[src/rtl/evt_packet_rx.sv]
// ---------------------------------------------------------------------------
// evt_packet_rx
//
// UART event-packet receiver. Deserialises an 8N1 serial stream, frames
// 5-byte event packets (sync, X, Y, polarity+timestamp high, timestamp low)
// and presents each decoded event on a single-entry valid/ready register.
// Bad stop bits, inter-byte timeouts and dropped packets are counted.
//
// Ports:
//   clk            in   1   system clock, rising edge
//   rst_n          in   1   asynchronous active-low reset
//   uart_rx        in   1   asynchronous serial input, idle high
//   evt_valid      out  1   decoded event available
//   evt_ready      in   1   downstream accepts event
//   evt_x          out  8   event X coordinate
//   evt_y          out  8   event Y coordinate
//   evt_pol        out  1   event polarity
//   evt_ts         out  15  event timestamp
//   frame_err_cnt  out  8   saturating count of bad stop bits
//   timeout_cnt    out  8   saturating count of packets aborted by timeout
//   overflow_cnt   out  8   saturating count of packets dropped while held
// ---------------------------------------------------------------------------
module evt_packet_rx #(
  parameter int         CLK_FREQ_HZ         = 12_000_000,
  parameter int         BAUD_RATE           = 115_200,
  parameter logic [7:0] SYNC_BYTE           = 8'hA5,
  parameter int         BYTE_TIMEOUT_CYCLES = 20 * (CLK_FREQ_HZ / BAUD_RATE)
) (
  input  logic        clk,
  input  logic        rst_n,
  input  logic        uart_rx,
  output logic        evt_valid,
  input  logic        evt_ready,
  output logic [7:0]  evt_x,
  output logic [7:0]  evt_y,
  output logic        evt_pol,
  output logic [14:0] evt_ts,
  output logic [7:0]  frame_err_cnt,
  output logic [7:0]  timeout_cnt,
  output logic [7:0]  overflow_cnt
);

  localparam int CLKS_PER_BIT = CLK_FREQ_HZ / BAUD_RATE;
  localparam int HALF_BIT     = CLKS_PER_BIT / 2;
  localparam int BIT_CNT_W    = $clog2(CLKS_PER_BIT + 1);
  localparam int TO_CNT_W     = $clog2(BYTE_TIMEOUT_CYCLES + 1);

  localparam logic [BIT_CNT_W-1:0] BIT_LAST  = BIT_CNT_W'(CLKS_PER_BIT - 1);
  localparam logic [BIT_CNT_W-1:0] HALF_LAST = BIT_CNT_W'(HALF_BIT - 1);
  localparam logic [TO_CNT_W-1:0]  TO_LAST   = TO_CNT_W'(BYTE_TIMEOUT_CYCLES - 1);

  typedef enum logic [2:0] {
    B_IDLE,
    B_START,
    B_DATA,
    B_STOP,
    B_BREAK
  } bit_state_t;

  typedef enum logic [2:0] {
    P_HUNT,
    P_GET_X,
    P_GET_Y,
    P_GET_TSH,
    P_GET_TSL
  } pkt_state_t;

  bit_state_t bit_state, bit_next;
  pkt_state_t pkt_state, pkt_next;

  logic                 rx_meta, rx_sync, rx_prev;
  logic                 rx_fall;
  logic [BIT_CNT_W-1:0] bit_cnt;
  logic [2:0]           bit_idx;
  logic [7:0]           shreg;
  logic                 cnt_clear, shift_en;
  logic                 byte_stb, ferr_stb;

  logic [TO_CNT_W-1:0]  idle_cnt;
  logic [7:0]           x_buf, y_buf, tsh_buf;
  logic                 load_x, load_y, load_tsh;
  logic                 complete, timeout_hit, overflow_hit;

  // Two-flop synchroniser plus a delayed copy for falling-edge detection.
  // All flops reset to the idle-high line level so reset never fakes a start.
  always_ff @(posedge clk or negedge rst_n) begin
    if (!rst_n) begin
      rx_meta <= 1'b1;
      rx_sync <= 1'b1;
      rx_prev <= 1'b1;
    end else begin
      rx_meta <= uart_rx;
      rx_sync <= rx_meta;
      rx_prev <= rx_sync;
    end
  end

  assign rx_fall = rx_prev & ~rx_sync;

  // Bit FSM state register.
  always_ff @(posedge clk or negedge rst_n) begin
    if (!rst_n) begin
      bit_state <= B_IDLE;
    end else begin
      bit_state <= bit_next;
    end
  end

  // Bit FSM next-state logic. START is checked at mid-bit so a short low
  // glitch returns to IDLE silently; every later sample is one bit period on,
  // i.e. at the middle of each data bit and of the stop bit. A low stop bit
  // parks in BREAK until the line returns high so the tail of a break
  // condition is not mistaken for a new start bit.
  always_comb begin
    bit_next  = bit_state;
    cnt_clear = 1'b0;
    shift_en  = 1'b0;
    byte_stb  = 1'b0;
    ferr_stb  = 1'b0;
    case (bit_state)
      B_IDLE: begin
        if (rx_fall) begin
          cnt_clear = 1'b1;
          bit_next  = B_START;
        end
      end
      B_START: begin
        if (bit_cnt == HALF_LAST) begin
          cnt_clear = 1'b1;
          bit_next  = rx_sync ? B_IDLE : B_DATA;
        end
      end
      B_DATA: begin
        if (bit_cnt == BIT_LAST) begin
          cnt_clear = 1'b1;
          shift_en  = 1'b1;
          if (bit_idx == 3'd7) begin
            bit_next = B_STOP;
          end
        end
      end
      B_STOP: begin
        if (bit_cnt == BIT_LAST) begin
          cnt_clear = 1'b1;
          if (rx_sync) begin
            byte_stb = 1'b1;
            bit_next = B_IDLE;
          end else begin
            ferr_stb = 1'b1;
            bit_next = B_BREAK;
          end
        end
      end
      B_BREAK: begin
        if (rx_sync) begin
          bit_next = B_IDLE;
        end
      end
      default: bit_next = B_IDLE;
    endcase
  end

  // Bit timing counter, data bit index and LSB-first shift register.
  always_ff @(posedge clk or negedge rst_n) begin
    if (!rst_n) begin
      bit_cnt <= '0;
      bit_idx <= '0;
      shreg   <= '0;
    end else begin
      if (cnt_clear || bit_state == B_IDLE || bit_state == B_BREAK) begin
        bit_cnt <= '0;
      end else begin
        bit_cnt <= bit_cnt + BIT_CNT_W'(1);
      end
      if (bit_state != B_DATA) begin
        bit_idx <= '0;
      end else if (shift_en) begin
        bit_idx <= bit_idx + 3'd1;
      end
      if (shift_en) begin
        shreg <= {rx_sync, shreg[7:1]};
      end
    end
  end

  // Packet FSM state register.
  always_ff @(posedge clk or negedge rst_n) begin
    if (!rst_n) begin
      pkt_state <= P_HUNT;
    end else begin
      pkt_state <= pkt_next;
    end
  end

  // Packet FSM next-state logic. Framing is positional: once a sync byte is
  // seen the next four bytes are data whatever their value. A frame error
  // wins over a coincident timeout so one broken byte is counted only once.
  always_comb begin
    pkt_next    = pkt_state;
    load_x      = 1'b0;
    load_y      = 1'b0;
    load_tsh    = 1'b0;
    complete    = 1'b0;
    timeout_hit = 1'b0;
    if (ferr_stb) begin
      pkt_next = P_HUNT;
    end else if (byte_stb) begin
      case (pkt_state)
        P_HUNT: begin
          if (shreg == SYNC_BYTE) begin
            pkt_next = P_GET_X;
          end
        end
        P_GET_X: begin
          load_x   = 1'b1;
          pkt_next = P_GET_Y;
        end
        P_GET_Y: begin
          load_y   = 1'b1;
          pkt_next = P_GET_TSH;
        end
        P_GET_TSH: begin
          load_tsh = 1'b1;
          pkt_next = P_GET_TSL;
        end
        P_GET_TSL: begin
          complete = 1'b1;
          pkt_next = P_HUNT;
        end
        default: pkt_next = P_HUNT;
      endcase
    end else if (pkt_state != P_HUNT && idle_cnt == TO_LAST) begin
      timeout_hit = 1'b1;
      pkt_next    = P_HUNT;
    end
  end

  // Partial packet buffers and inter-byte idle counter. The idle counter
  // only runs while a packet is in progress.
  always_ff @(posedge clk or negedge rst_n) begin
    if (!rst_n) begin
      x_buf    <= '0;
      y_buf    <= '0;
      tsh_buf  <= '0;
      idle_cnt <= '0;
    end else begin
      if (load_x) x_buf <= shreg;
      if (load_y) y_buf <= shreg;
      if (load_tsh) tsh_buf <= shreg;
      if (pkt_state == P_HUNT || byte_stb || ferr_stb || timeout_hit) begin
        idle_cnt <= '0;
      end else begin
        idle_cnt <= idle_cnt + TO_CNT_W'(1);
      end
    end
  end

  assign overflow_hit = complete && evt_valid && !evt_ready;

  // Single-entry output register. A completing packet may replace an event
  // that is being accepted in the same cycle; otherwise the held event wins
  // and the new packet is dropped.
  always_ff @(posedge clk or negedge rst_n) begin
    if (!rst_n) begin
      evt_valid <= 1'b0;
      evt_x     <= '0;
      evt_y     <= '0;
      evt_pol   <= 1'b0;
      evt_ts    <= '0;
    end else begin
      if (complete && (!evt_valid || evt_ready)) begin
        evt_valid <= 1'b1;
        evt_x     <= x_buf;
        evt_y     <= y_buf;
        evt_pol   <= tsh_buf[7];
        evt_ts    <= {tsh_buf[6:0], shreg};
      end else if (evt_valid && evt_ready) begin
        evt_valid <= 1'b0;
      end
    end
  end

  // Debug counters, each saturating at 255.
  always_ff @(posedge clk or negedge rst_n) begin
    if (!rst_n) begin
      frame_err_cnt <= '0;
      timeout_cnt   <= '0;
      overflow_cnt  <= '0;
    end else begin
      if (ferr_stb && frame_err_cnt != 8'hFF) begin
        frame_err_cnt <= frame_err_cnt + 8'd1;
      end
      if (timeout_hit && timeout_cnt != 8'hFF) begin
        timeout_cnt <= timeout_cnt + 8'd1;
      end
      if (overflow_hit && overflow_cnt != 8'hFF) begin
        overflow_cnt <= overflow_cnt + 8'd1;
      end
    end
  end

endmodule

[config.mk]
export PLATFORM = sky130hd
export DESIGN_NAME = evt_packet_rx
export DESIGN_NICKNAME = d
export VERILOG_FILES = /design/src/rtl/evt_packet_rx.sv
export SDC_FILE = /design/constraint.sdc
export NUM_CORES = 1
export LEC_CHECK = 0
export ABC_CLOCK_PERIOD_IN_PS = 3200
export BUFFER_PORTS_ARGS = -buffer_cell sky130_fd_sc_hd__buf_2
export CAP_MARGIN = 10
export CORE_ASPECT_RATIO = 1.1
export CORE_UTILIZATION = 62
export DETAILED_ROUTE_END_ITERATION = 8
export GPL_TIMING_DRIVEN = 0
export HOLD_SLACK_MARGIN = 0.12
export PLACE_DENSITY = 0.8
export SYNTH_ARGS = -nofsm -noshare
export SYNTH_HDL_FRONTEND = slang
export SYNTH_SLANG_ARGS = --single-unit
[constraint.sdc]
create_clock -name clk -period 3.2 [get_ports clk]
set_clock_uncertainty 0.1 [all_clocks]
set_input_delay 0.48 -clock clk [delete_from_list [all_inputs] [get_ports clk]]
set_output_delay 0.48 -clock clk [all_outputs]
set_load 0.005 [all_outputs]
* Word-level counts from Yosys, hierarchy flattened *
Index checks and enable logic that the tools add are counted.

word-level totals
  register bits = 120
  latch bits = 0
  memory bits (writable) = 0
  ROM bits = 0
  input port bits = 4
  output and inout bits = 57
  word-level logic and storage cells = 123
  memories = 0

operators by class
  add/subtract/negate cells = 6
  $mul = 0
  divide/modulo/power cells = 0
  order comparisons = 0
  equal/unequal tests = 24
  shifts and indexed selects = 0
  mux-type cells = 46
  bitwise gates (word level) = 2
  reduce and logical (&&, ||, !) cells = 25

operator list
  kind                                                  count
  2-to-1 mux 3 bit                                      13
  2-to-1 mux 1 bit                                      27
  adder 8 x 1 -> 8 bit (second input constant)          3
  != test 8 bit (second input constant)                 3
  case mux 3 bit (5 select lines)                       1
  adder 12 x 1 -> 12 bit (second input constant)        1
  equality test 12 bit (second input constant)          1
  equality test 3 x 2 -> 1 bit (second input constant)  4
  2-to-1 mux 12 bit                                     1
  != test 2 bit (second input constant)                 6
  case mux 3 bit (4 select lines)                       1
  equality test 3 bit (second input constant)           3
  equality test 8 bit (second input constant)           1
  logical AND 1 bit                                     8
  adder 7 x 1 -> 7 bit (second input constant)          1
  equality test 7 x 6 -> 1 bit (second input constant)  1
  equality test 7 bit (second input constant)           1
  2-to-1 mux 7 bit                                      1
  equality test 3 x 1 -> 1 bit (second input constant)  2
  zero test 3 bit                                       2
  logical OR 1 bit                                      6
  AND reduction 6 bit                                   1
  nonzero test 3 bit                                    2
  != test 4 bit (second input constant)                 1
  10 further kinds                                      12

* Longest topological paths before layout *
Gate-level depths: netlist of run 1.

  depth in word-level cells = 8
  depth in mapped cells = 7
  gate-level depth less buffers = 6

* Least setup slack after synthesis of run 1 *
No wires, ideal clock.

  kind = register to register
  start point = reg bit_cnt[0]
  end point = reg overflow_cnt[1]
  library setup time = 127 ps
  arrival = 1927 ps
  data required time = 2973 ps
  path slack = 1046 ps
  cell stages (with the launch flop) = 7
  path buffers = 1
  clock period less this slack = 2154 ps
  cell sequence = dfrtp_1 ha_1 and3b_1 nand2_4 or4_4 buf_6 mux2_1

on the way
  longest elaborated chain between the ends = 8
  elaborated cells between the ends (all ways) = 10
  classes of those cells = eq/ne (1); mux (6); reduce/logical (3)

RTL lines
  item                               line  source
  from (decl)                        73    logic [BIT_CNT_W-1:0] bit_cnt;
  from (signal assigned)             173   bit_cnt <= bit_cnt + BIT_CNT_W'(1);
  equality test 7 bit *              143   if (bit_cnt == BIT_LAST) begin
  2-to-1 mux 1 bit                   143
  2-to-1 mux 1 bit                   120   case (bit_state)
  2-to-1 mux 1 bit                   207   end else if (byte_stb) begin
  2-to-1 mux 1 bit *                 205   if (ferr_stb) begin
  logical AND 1 bit * (2 in series)  258   assign overflow_hit = complete && evt_valid && !evt_ready;
  logical AND 1 bit *                296   if (overflow_hit && overflow_cnt != 8'hFF) begin
  to (signal assigned)               297   overflow_cnt <= overflow_cnt + 8'd1;
  to (decl)                          40    output logic [7:0] overflow_cnt

Every way passes the cells marked *; elsewhere a longest branch is shown, timed or not.
A chain may end at the register's enable or synchronous reset.

* Worst setup path after layout of run 1 *
  start point = reg rx_sync
  end point = reg tsh_buf[0]

on the way
  longest elaborated chain between the ends = 5
  elaborated cells between the ends (all ways) = 8
  classes of those cells = mux (8)

RTL lines
  item                    line  source
  from (decl)             71    logic rx_meta, rx_sync, rx_prev;
  from (signal assigned)  93    rx_sync <= rx_meta;
  2-to-1 mux 1 bit        145   if (rx_sync) begin
  2-to-1 mux 1 bit        143
  2-to-1 mux 1 bit        120
  2-to-1 mux 1 bit        207
  2-to-1 mux 1 bit *      205
  to (signal assigned)    249   if (load_tsh) tsh_buf <= shreg;
  to (decl)               80    logic [7:0] x_buf, y_buf, tsh_buf;

Marked as above.

==> impl_metrics.ini, run 1 <==
[status]
status = finished, final reports clean

[grt]
grt_antenna_before_repair = 0
grt_pass1_wl_mm = 16.4
gr-total-overflow = 0
grt_max_degree = 64
first_global_vias = 3406
track_usage_pct = 25.4

[yosys]
syn_inst = 393
synth-simple-area-share_pct = 14.8
synth_nets = 404
syn-cell-area_um2 = 5160
synth_top_family_by_area = multiplexers
synth_compound_area_share_pct = 2.86
syn_avg_cell_area_um2 = 13.1
synth_xor_area_share_pct = 5.60
synth.top_cell.area_share_pct = 56.7
async_flop_share_pct = 100
post_synth_fa_ha_maj_area_fraction_pct = 1.70
yosysWarnings = 0
yosys.area.top_type = dfrtp_1
synthDistinctLibCells = 52
synth-edff-count = 0
ys_seq_area_share_pct = 58.3
yosys-top-cells-area = dfrtp_1 57%, mux2_2 14%, xor2_1 2.9%, xnor2_1 2.7%, nor2_1 2.5%
ys_ff_latch = 120
synthFlopType = dfrtp_1
muxShareOfSynthArea_pct = 15.2

[timing]
worst_pin_slew_ns = 0.819
timing.fmax_mhz = 383
grt_setup_unrepaired = no
finalCriticalPeriod_ns = 2.61
min_period_over_period_pct = 81.7
hold_viol_final = 0
tns_ns = 0
holdWs_ns = 0.184
relSlewSlack_pct = 45.0
setup_viol = 0
slew_viol_final = 0

[clock_network]
cts_resized = 0
clk_latency_ns = 0.52
clock_sinks = 120
h-tree-depth = 4
root_buffer = clkbuf_8
cts_tree = done
path_clk_slew_ns = 0.06
cts_inserted_buffers = 17
cts_setup_buffers = 0
clockBufferDepth = 2

[layout]
drive_gt1_share_pct = 36.7
antenna_cells = 0
fin_area_um2 = 6230
fillerInstances = 520
nets = 486
synthToLayoutAreaGrowth_pct = 20.7
layout_commonest_cell = dfrtp_1
final_cell_mix = 117 x dfrtp_1, 64 x buf_2, 62 x mux2_2, 35 x nor2_1, 20 x nand2_1
stdcell_count = 596

[critical_path]
crit_path_cell_trace = clkbuf_1 > nand2_1 > nor4_4 > mux2_2
path_max_fanout = 9
end_kind = register
critPathLaunch = rx_sync
path_class = register to register
r2r-start = rx_sync
cp.required_ns = 3.50
worst_ep_arrival_time_ns = 2.91
start_kind = register
timing.critical_path.buf_inv = 1
cp_slowest_stage_delay_ns = 0.76
crit_family = simple AND/OR/NAND/NOR gates
slowest_stage = nor4_4

[power]
powerDensity_nw_per_um2 = 574
max-vdd-ir-drop_v = 0.000395
p_leak_uw = 0.00322

[die]
die_h_um = 97.7
die_w_um = 89.0
design.core.area_um2 = 8000
io-pin-count = 61
dieArea_um2 = 8690
start_util_pct = 64.5
placementRows = 34

[run]
cap_violations = 0

[placed_design]
io_buffer_count = 60
place_area_um2 = 5630
hpwl_mm = 6.23
gp_congestion = 0.820
placedCellCount = 562

[routing]
met2_length_mm = 4.99
wl_per_cell_um = 16.4
postRouteAntennaNets = 0
drtPass1Iterations = 4
vias = 3371
routed_via_density = 5.66
route.met3.wl_um = 388
first_iter_violations = 150
highest_layer = met4
wl_met1_mm = 4.30
drc = 0
finalWirelength_mm = 9.77

[min_path]
hp-start = evt_ready
hp-class = input pin to register
[what timing repair did]
item	4_1_cts	5_1_grt
hold buffers	2	0
endpoints found under the hold margin	55	0
endpoints found under the setup margin	0	0
[worst min-delay path, cell delays in order]
cell      delay, ns
buf_2          0.07
nand2b_1       0.14
nand2_1        0.07
[power breakdown]
part / internal (uW) / switching (uW) / leakage (uW) / total [uW]
sequential: 1550 / 32.4 / 0.00166 / 1590
clock: 1120 / 717 / 0.000279 / 1840
combinational: 54.9 / 95.6 / 0.00128 / 151
total: 2730 / 845 / 0.00322 / 3580
[path summary, 6_finish.rpt]
check	endpoint	slack [ns]	cells after the start
max in group asynchronous	pkt_state[2]	1.93	3
hold / removal	evt_valid	0.18	3
hold reg to reg	rx_sync	0.26	0
setup reg to reg	tsh_buf[0]	0.59	4
min in group asynchronous	overflow_cnt[0]	0.39	2
setup / recovery	tsh_buf[0]	0.59	4
[state kept, by name, indices dropped and copies added, names as in the netlist, 3 cells and up]
signal and count:
x_buf 8, shreg 8, bit_state 3, frame_err_cnt 8
bit_idx 3, evt_x 8, timeout_cnt 8, evt_y 8
tsh_buf 8, y_buf 8, overflow_cnt 8, evt_ts 15
bit_cnt 7, pkt_state 3, idle_cnt 12
[layer usage]
| layer | GRT usage (%) | up-vias |
|---|---|---|
| met3 | 7.48 | 10 |
| met2 | 40.5 | 71 |
| met4 | 8.79 | 0 |
| met5 | 0 | - |
| li1 | - | 1561 |
| met1 | 33.0 | 1729 |
[final cells by class]
class	instances	area (um^2)	share of cell area [%]
flip-flops and latches	120	3010	48.3
multi-input cells	256	2070	33.3
clock buffers	17	414	6.65
repair buffers	63	354	5.69
clock inverters	15	165	2.65
well taps	108	135	2.17
plain buffers	11	58.8	0.944
inverters	6	22.5	0.362
[cell usage after synthesis (3+ instances only)]
cell type and n:
xnor2_1 16, and3_1 9, mux2_1 5, inv_1 5, nand2b_1 4, nor2_1 35, nor4_4 3, xor2_1 17
buf_2 5, dfrtp_1 117, ha_1 7, nand2_1 20, dfstp_2 3, a21oi_1 6, mux2i_1 3, clkbuf_1 4
and4_1 4, nor3_2 3, nand4_1 3, mux2_2 62, nand3_1 19, nor3_1 6
[cells by family (layout without fill, tap and decap cells)]
kind of cell,after synthesis,after routing
buffers and inverters,17,112
XOR/XNOR,33,33
adder cells (fa/ha/maj),7,7
multiplexers,70,70
AND/OR/NAND/NOR,127,127
AO/OA/AOI/OAI,19,19
flip-flops,120,120
[per-stage QoR]
step / power (uW) / util, % / setup slack (ns)
2_1_floorplan: 1690 / - / 1.05
3_3_place_gp: 1740 / 70.0 / 0.165
3_5_place_dp: 1750 / 70.4 / 0.592
4_1_cts: 3600 / 77.9 / 0.581
5_1_grt: 3690 / 77.9 / 0.439
6_report: 3580 / 77.9 / 0.587
(Power assumes the default switching activity.)
==> run 2, diff against run 1 <==
==> config.mk (replaced) <==
export PLATFORM = sky130hd
export DESIGN_NAME = evt_packet_rx
export DESIGN_NICKNAME = d
export VERILOG_FILES = /design/src/rtl/evt_packet_rx.sv
export SDC_FILE = /design/constraint.sdc
export NUM_CORES = 1
export LEC_CHECK = 0
export ABC_CLOCK_PERIOD_IN_PS = 2250
export BUFFER_PORTS_ARGS = -buffer_cell sky130_fd_sc_hd__buf_2
export CAP_MARGIN = 10
export CORE_ASPECT_RATIO = 1.1
export CORE_UTILIZATION = 52
export DETAILED_ROUTE_END_ITERATION = 8
export GPL_TIMING_DRIVEN = 0
export HOLD_SLACK_MARGIN = 0.12
export PLACE_DENSITY = 0.71
export SYNTH_ARGS = -nofsm -noshare
export SYNTH_HDL_FRONTEND = slang
export SYNTH_SLANG_ARGS = --single-unit
==> constraint.sdc (replaced) <==
create_clock -name clk -period 2.25 [get_ports clk]
set_clock_uncertainty 0.1 [all_clocks]
set_input_delay 0.3375 -clock clk [delete_from_list [all_inputs] [get_ports clk]]
set_output_delay 0.3375 -clock clk [all_outputs]
set_load 0.005 [all_outputs]
==> run 2 against run 1 <==
  * First-iteration DRC count up 38%
  * Sequential power increased by 42%
  * Setup slack lost 0.50 ns
  * Largest power group unchanged
==> impl_metrics.ini, run 2 (synthesized netlist as in run 1, its figures left out) <==
[routing]
wl_per_cell_um = 16.3
routed_via_density = 5.45
drc = 0
first_iter_violations = 207
finalWirelength_mm = 9.95
drtPass1Iterations = 4
postRouteAntennaNets = 0
vias = 3337

[clock_network]
path_clk_slew_ns = 0.06
clk_latency_ns = 0.52
h-tree-depth = 4
cts_tree = done
clockBufferDepth = 2
clock_sinks = 120
root_buffer = clkbuf_8
cts_inserted_buffers = 17

[placed_design]
placedCellCount = 571
gp_congestion = 0.824
io_buffer_count = 60
hpwl_mm = 6.09

[power]
p_comb_share_pct = 4.2
power_frac_seq_pct = 43.3
powerDensity_nw_per_um2 = 814
sw_frac_of_total_pct = 23.3
p_leak_uw = 0.00328
max-vdd-ir-drop_v = 0.000591
p_int_uw = 4010
p_switching_uw = 1220
clockPowerShare_pct = 52.5

[timing]
setup_viol = 0
hold_viol_final = 0
worst_pin_slew_ns = 0.498
slew_viol_final = 0
finalCriticalPeriod_ns = 2.17
min_period_over_period_pct = 96.3
relSlewSlack_pct = 66.8
timing.fmax_mhz = 462

[status]
status = finished, final reports clean

[grt]
grt_max_degree = 103
track_usage_pct = 21.1
grt_antenna_before_repair = 0
first_global_vias = 3448
gr-total-overflow = 0
grt_pass1_wl_mm = 17.0

[layout]
stdcell_count = 612
drive_gt1_share_pct = 39.0
multi_input_area_um2 = 2120
layout_commonest_cell = dfrtp_1
ff_latch_area_um2 = 3010
synthToLayoutAreaGrowth_pct = 24.4
top_regs = evt_ts x15, idle_cnt x12
fillerInstances = 695
largest_reg_flops = 15
post-route-util_pct = 67.6
regMostFlops = evt_ts
antenna_cells = 0
nets = 493
final_cell_mix = 117 x dfrtp_1, 64 x buf_2, 62 x mux2_2, 35 x nor2_1, 19 x nand2_1

[min_path]
hp-class = input pin to asynchronous set/reset pin

[critical_path]
worst_ep_arrival_time_ns = 2.46
ff2ff_path_depth = 7
end_kind = register
cp.required_ns = 2.54
path_max_fanout = 10
path_class = register to register
start_kind = register

[run]
cap_violations = 0

[die]
die_w_um = 97.0
placementRows = 37
design.core.area_um2 = 9490
start_util_pct = 54.4
die_h_um = 106
io-pin-count = 61
dieArea_um2 = 10300
[run 2: critical path, stage by stage (launching register included)]
cell      delay [ns]
dfrtp_1         0.42
ha_4            0.18
nand3b_1        0.10
buf_4           0.16
nor3_4          0.29
nand3_4         0.19
buf_2           0.25
mux2_1          0.34
[run 2: power by group through the flow]
stage                     combinational, uW  sequential (uW)  clock (uW)
after floorplan                         129             2280           0
after global placement                  190             2290           0
after detailed placement                206             2290           0
after CTS                               211             2260        2780
after global routing                    260             2270        2880
final                                   220             2260        2750
[run 2: area by class of cell]
type                       count  area share (%)
multi-input combinational    256            33.0
inverter                       6           0.351
clock inverter                15            2.94
buffer                        10           0.877
tap                          117            2.28
sequential                   120            46.8
clock buffer                  17            6.45
timing repair buffer          71            7.27
[run 2: path summary, 6_finish.rpt]
path / start / to / slack, ns
max: bit_cnt[0] / evt_y[5] / 0.08
min: rst_n / bit_cnt[3] / 0.13
max reg2reg: bit_cnt[0] / evt_y[5] / 0.08
min reg2reg: rx_meta / rx_sync / 0.26
max in group asynchronous: rst_n / tsh_buf[6] / 1.19
min in group clk: rx_meta / rx_sync / 0.26
[run 2: metal layers]
metal | GRT usage, % | vias to the layer above | wire [um]
li1 | - | 1579 | -
met1 | 26.8 | 1677 | 4350
met2 | 35.1 | 66 | 5020
met3 | 5.98 | 15 | 433
met4 | 6.93 | 0 | 150
met5 | 0 | - | 0
[run 2: through the flow]
stage	area (um^2)	setup slack, ns	setup TNS (ns)	hold slack, ns	total power, uW
5_1_grt	6420	-0.0207	-0.0375	0.134	5420
2_1_floorplan	5160	0.0957	0	-0.0581	2410
3_5_place_dp	5640	-0.351	-16.50	0.0928	2490
3_3_place_gp	5610	-0.699	-94.73	0.247	2480
6_report	6420	0.0833	0	0.130	5230
4_1_cts	6380	0.0194	0	0.131	5250
[run 2: repair_timing]
| action | CTS | global route |
|---|---|---|
| hold buffers | 3 | 0 |
| hold endpoints to repair | 119 | 0 |
| setup endpoints to repair | 81 | 50 |
| gates cloned | 0 | 0 |
| buffers inserted | 6 | 1 |
| resized for setup | 4 | 7 |
| pin swaps | 5 | 0 |
==> run 3, diff against run 2 <==
--- a/config.mk
+++ b/config.mk
@@ -5,7 +5,7 @@
 export SDC_FILE = /design/constraint.sdc
 export NUM_CORES = 1
 export LEC_CHECK = 0
-export ABC_CLOCK_PERIOD_IN_PS = 2250
+export ABC_CLOCK_PERIOD_IN_PS = 1800
 export BUFFER_PORTS_ARGS = -buffer_cell sky130_fd_sc_hd__buf_2
 export CAP_MARGIN = 10
 export CORE_ASPECT_RATIO = 1.1
==> constraint.sdc (replaced) <==
create_clock -name clk -period 1.8 [get_ports clk]
set_clock_uncertainty 0.1 [all_clocks]
set_input_delay 0.27 -clock clk [delete_from_list [all_inputs] [get_ports clk]]
set_output_delay 0.27 -clock clk [all_outputs]
set_load 0.005 [all_outputs]
==> run 3 against run 2 <==
  * The flow now finishes with violations (negative setup slack)
  * Total power grew 22%
  * Flip-flop and latch count unchanged
  * Global-route usage grew 1.8 points
  * Core utilization rose by 6.8 points
  * Setup slack got worse by 0.38 ns
  * Non-clock buffer count rose by 27
  * Cell count grew 4.4%
  * Die area stayed put
  * Highest routed layer unchanged
==> impl_metrics.ini, run 3 (synthesized netlist as in run 1, its figures left out) <==
[power]
p_switching_uw = 1500
p_total_uw = 6380
powerDensity_nw_per_um2 = 903
p_int_uw = 4890
max-vdd-ir-drop_v = 0.000571
p_comb_share_pct = 6.7
power_frac_seq_pct = 44.1
p_leak_uw = 0.00363
sw_frac_of_total_pct = 23.4
clockPowerShare_pct = 49.3

[critical_path]
start_kind = register
path_class = register to register
cp.required_ns = 2.09
path_max_fanout = 4
rrSetupSlack_ns = -0.30
worst_ep_arrival_time_ns = 2.39
r2r-start = bit_cnt[0]
r2r_end = tsh_buf[2]
end_kind = register
ff2ff_path_depth = 7

[clock_network]
cts_inserted_buffers = 17
clockBufferDepth = 2
path_clk_slew_ns = 0.06
clock_sinks = 120
h-tree-depth = 4
root_buffer = clkbuf_8
clk_latency_ns = 0.50
cts_tree = done

[placed_design]
hpwl_mm = 6.32
gp_congestion = 0.778
io_buffer_count = 60
pre_cts_ws_ns = -0.624

[timing]
finalCriticalPeriod_ns = 2.10
setup_viol = 96
slew_viol_final = 0
holdWs_ns = 0.217
grt_setup_unrepaired = yes
timing.fmax_mhz = 476
relSlewSlack_pct = 69.0
setup_slack_ns = -0.299
worst_pin_slew_ns = 0.466
hold_viol_final = 0
min_period_over_period_pct = 117

[die]
start_util_pct = 54.4
placementRows = 37
io-pin-count = 61
die_h_um = 106
dieArea_um2 = 10300
design.core.area_um2 = 9490
die_w_um = 97.0

[routing]
finalWirelength_mm = 11.3
drc = 0
wl_per_cell_um = 17.7
drtPass1Iterations = 4
routed_via_density = 5.58
first_iter_violations = 170
vias = 3567
postRouteAntennaNets = 0

[grt]
grt_pass1_wl_mm = 18.4
grt_antenna_before_repair = 0
gr-total-overflow = 0
grt_max_degree = 93
first_global_vias = 3672
track_usage_pct = 22.9

[status]
status = finished, violations left
violations = negative setup slack

[layout]
regMostFlops = evt_ts
synthToLayoutAreaGrowth_pct = 37.0
drive_gt1_share_pct = 48.7
final_cell_mix = 116 x dfrtp_1, 60 x buf_2, 33 x mux2_4, 32 x mux2_2, 29 x nor2_1
largest_reg_flops = 15
layout_commonest_cell = dfrtp_1
antenna_cells = 0
nets = 520
top_regs = evt_ts x15, idle_cnt x12

[run]
cap_violations = 0

[min_path]
hp-class = input pin to asynchronous set/reset pin
## run 3: cell types whose count changed in the layout (fill, tap and decap cells not counted), moves of 4 or more
cell,previous run,this run
nand3_4,1,6
buf_6,2,19
buf_4,4,18
buf_2,64,60
nand3_1,18,13
mux2_2,62,32
xnor2_1,16,10
inv_6,6,2
mux2_4,0,33
xnor2_2,0,6
nor2_1,35,29
## run 3: layout make-up
cell class	instances	area [um^2]
flip-flops and latches	120	3010
inverters	6	22.5
repair buffers	100	757
clock buffers	19	442
clock inverters	13	123
fillers	580	2420
plain buffers	8	77.6
well taps	117	146
multi-input cells	256	2490
## run 3: worst max path at each step
stage,from,slack [ns],to
after floorplan,bit_cnt[0],-0.21,overflow_cnt[1]
after global placement,rst_n,-1.11,x_buf[6]
after detailed placement,bit_cnt[1],-0.62,evt_ts[5]
after CTS,bit_cnt[0],-0.22,tsh_buf[3]
after global routing,bit_cnt[0],-0.36,tsh_buf[2]
final,bit_cnt[0],-0.30,tsh_buf[2]
## run 3: layer usage
metal | wire length (um) | global-route usage (%) | vias up
met1 | 4900 | 29.4 | 1820
met3 | 407 | 5.79 | 22
met4 | 191 | 7.78 | 0
met2 | 5810 | 38.0 | 94
li1 | - | - | 1631
met5 | 0 | 0 | -
## run 3: power by group through the flow
stage	combinational [uW]	clock, uW	sequential [uW]
after CTS	388	3180	2810
after global placement	255	0	2870
after floorplan	175	0	2860
after detailed placement	276	0	2870
final	425	3140	2810
after global routing	472	3320	2820
## run 3: critical path: stages, from the launching register on
cell and delay [ns]:
dfrtp_1 0.39, ha_4 0.16, and3b_2 0.25, nand2_4 0.08, buf_12 0.14, nor4_4 0.32
buf_4 0.21, mux2_2 0.34
## run 3: timing repair
item	4_1_cts	5_1_grt
gates resized for setup	73	31
buffers inserted	32	3
endpoints found under the setup margin	105	111
hold buffers	4	0
pin swaps	23	14
endpoints found under the hold margin	121	0
cloned	2	0
## run 3: through the flow
step                TNS (ns)  instance area [um^2]  std cells  utilization, %
global route          -22.89                  7070        639            74.5
floorplan             -11.86                  5240        393               -
finish                -16.87                  7070        639            74.5
CTS                   -13.24                  6920        639            72.9
detailed placement    -39.91                  5720        571            60.3
global placement     -167.63                  5690        570            60.0
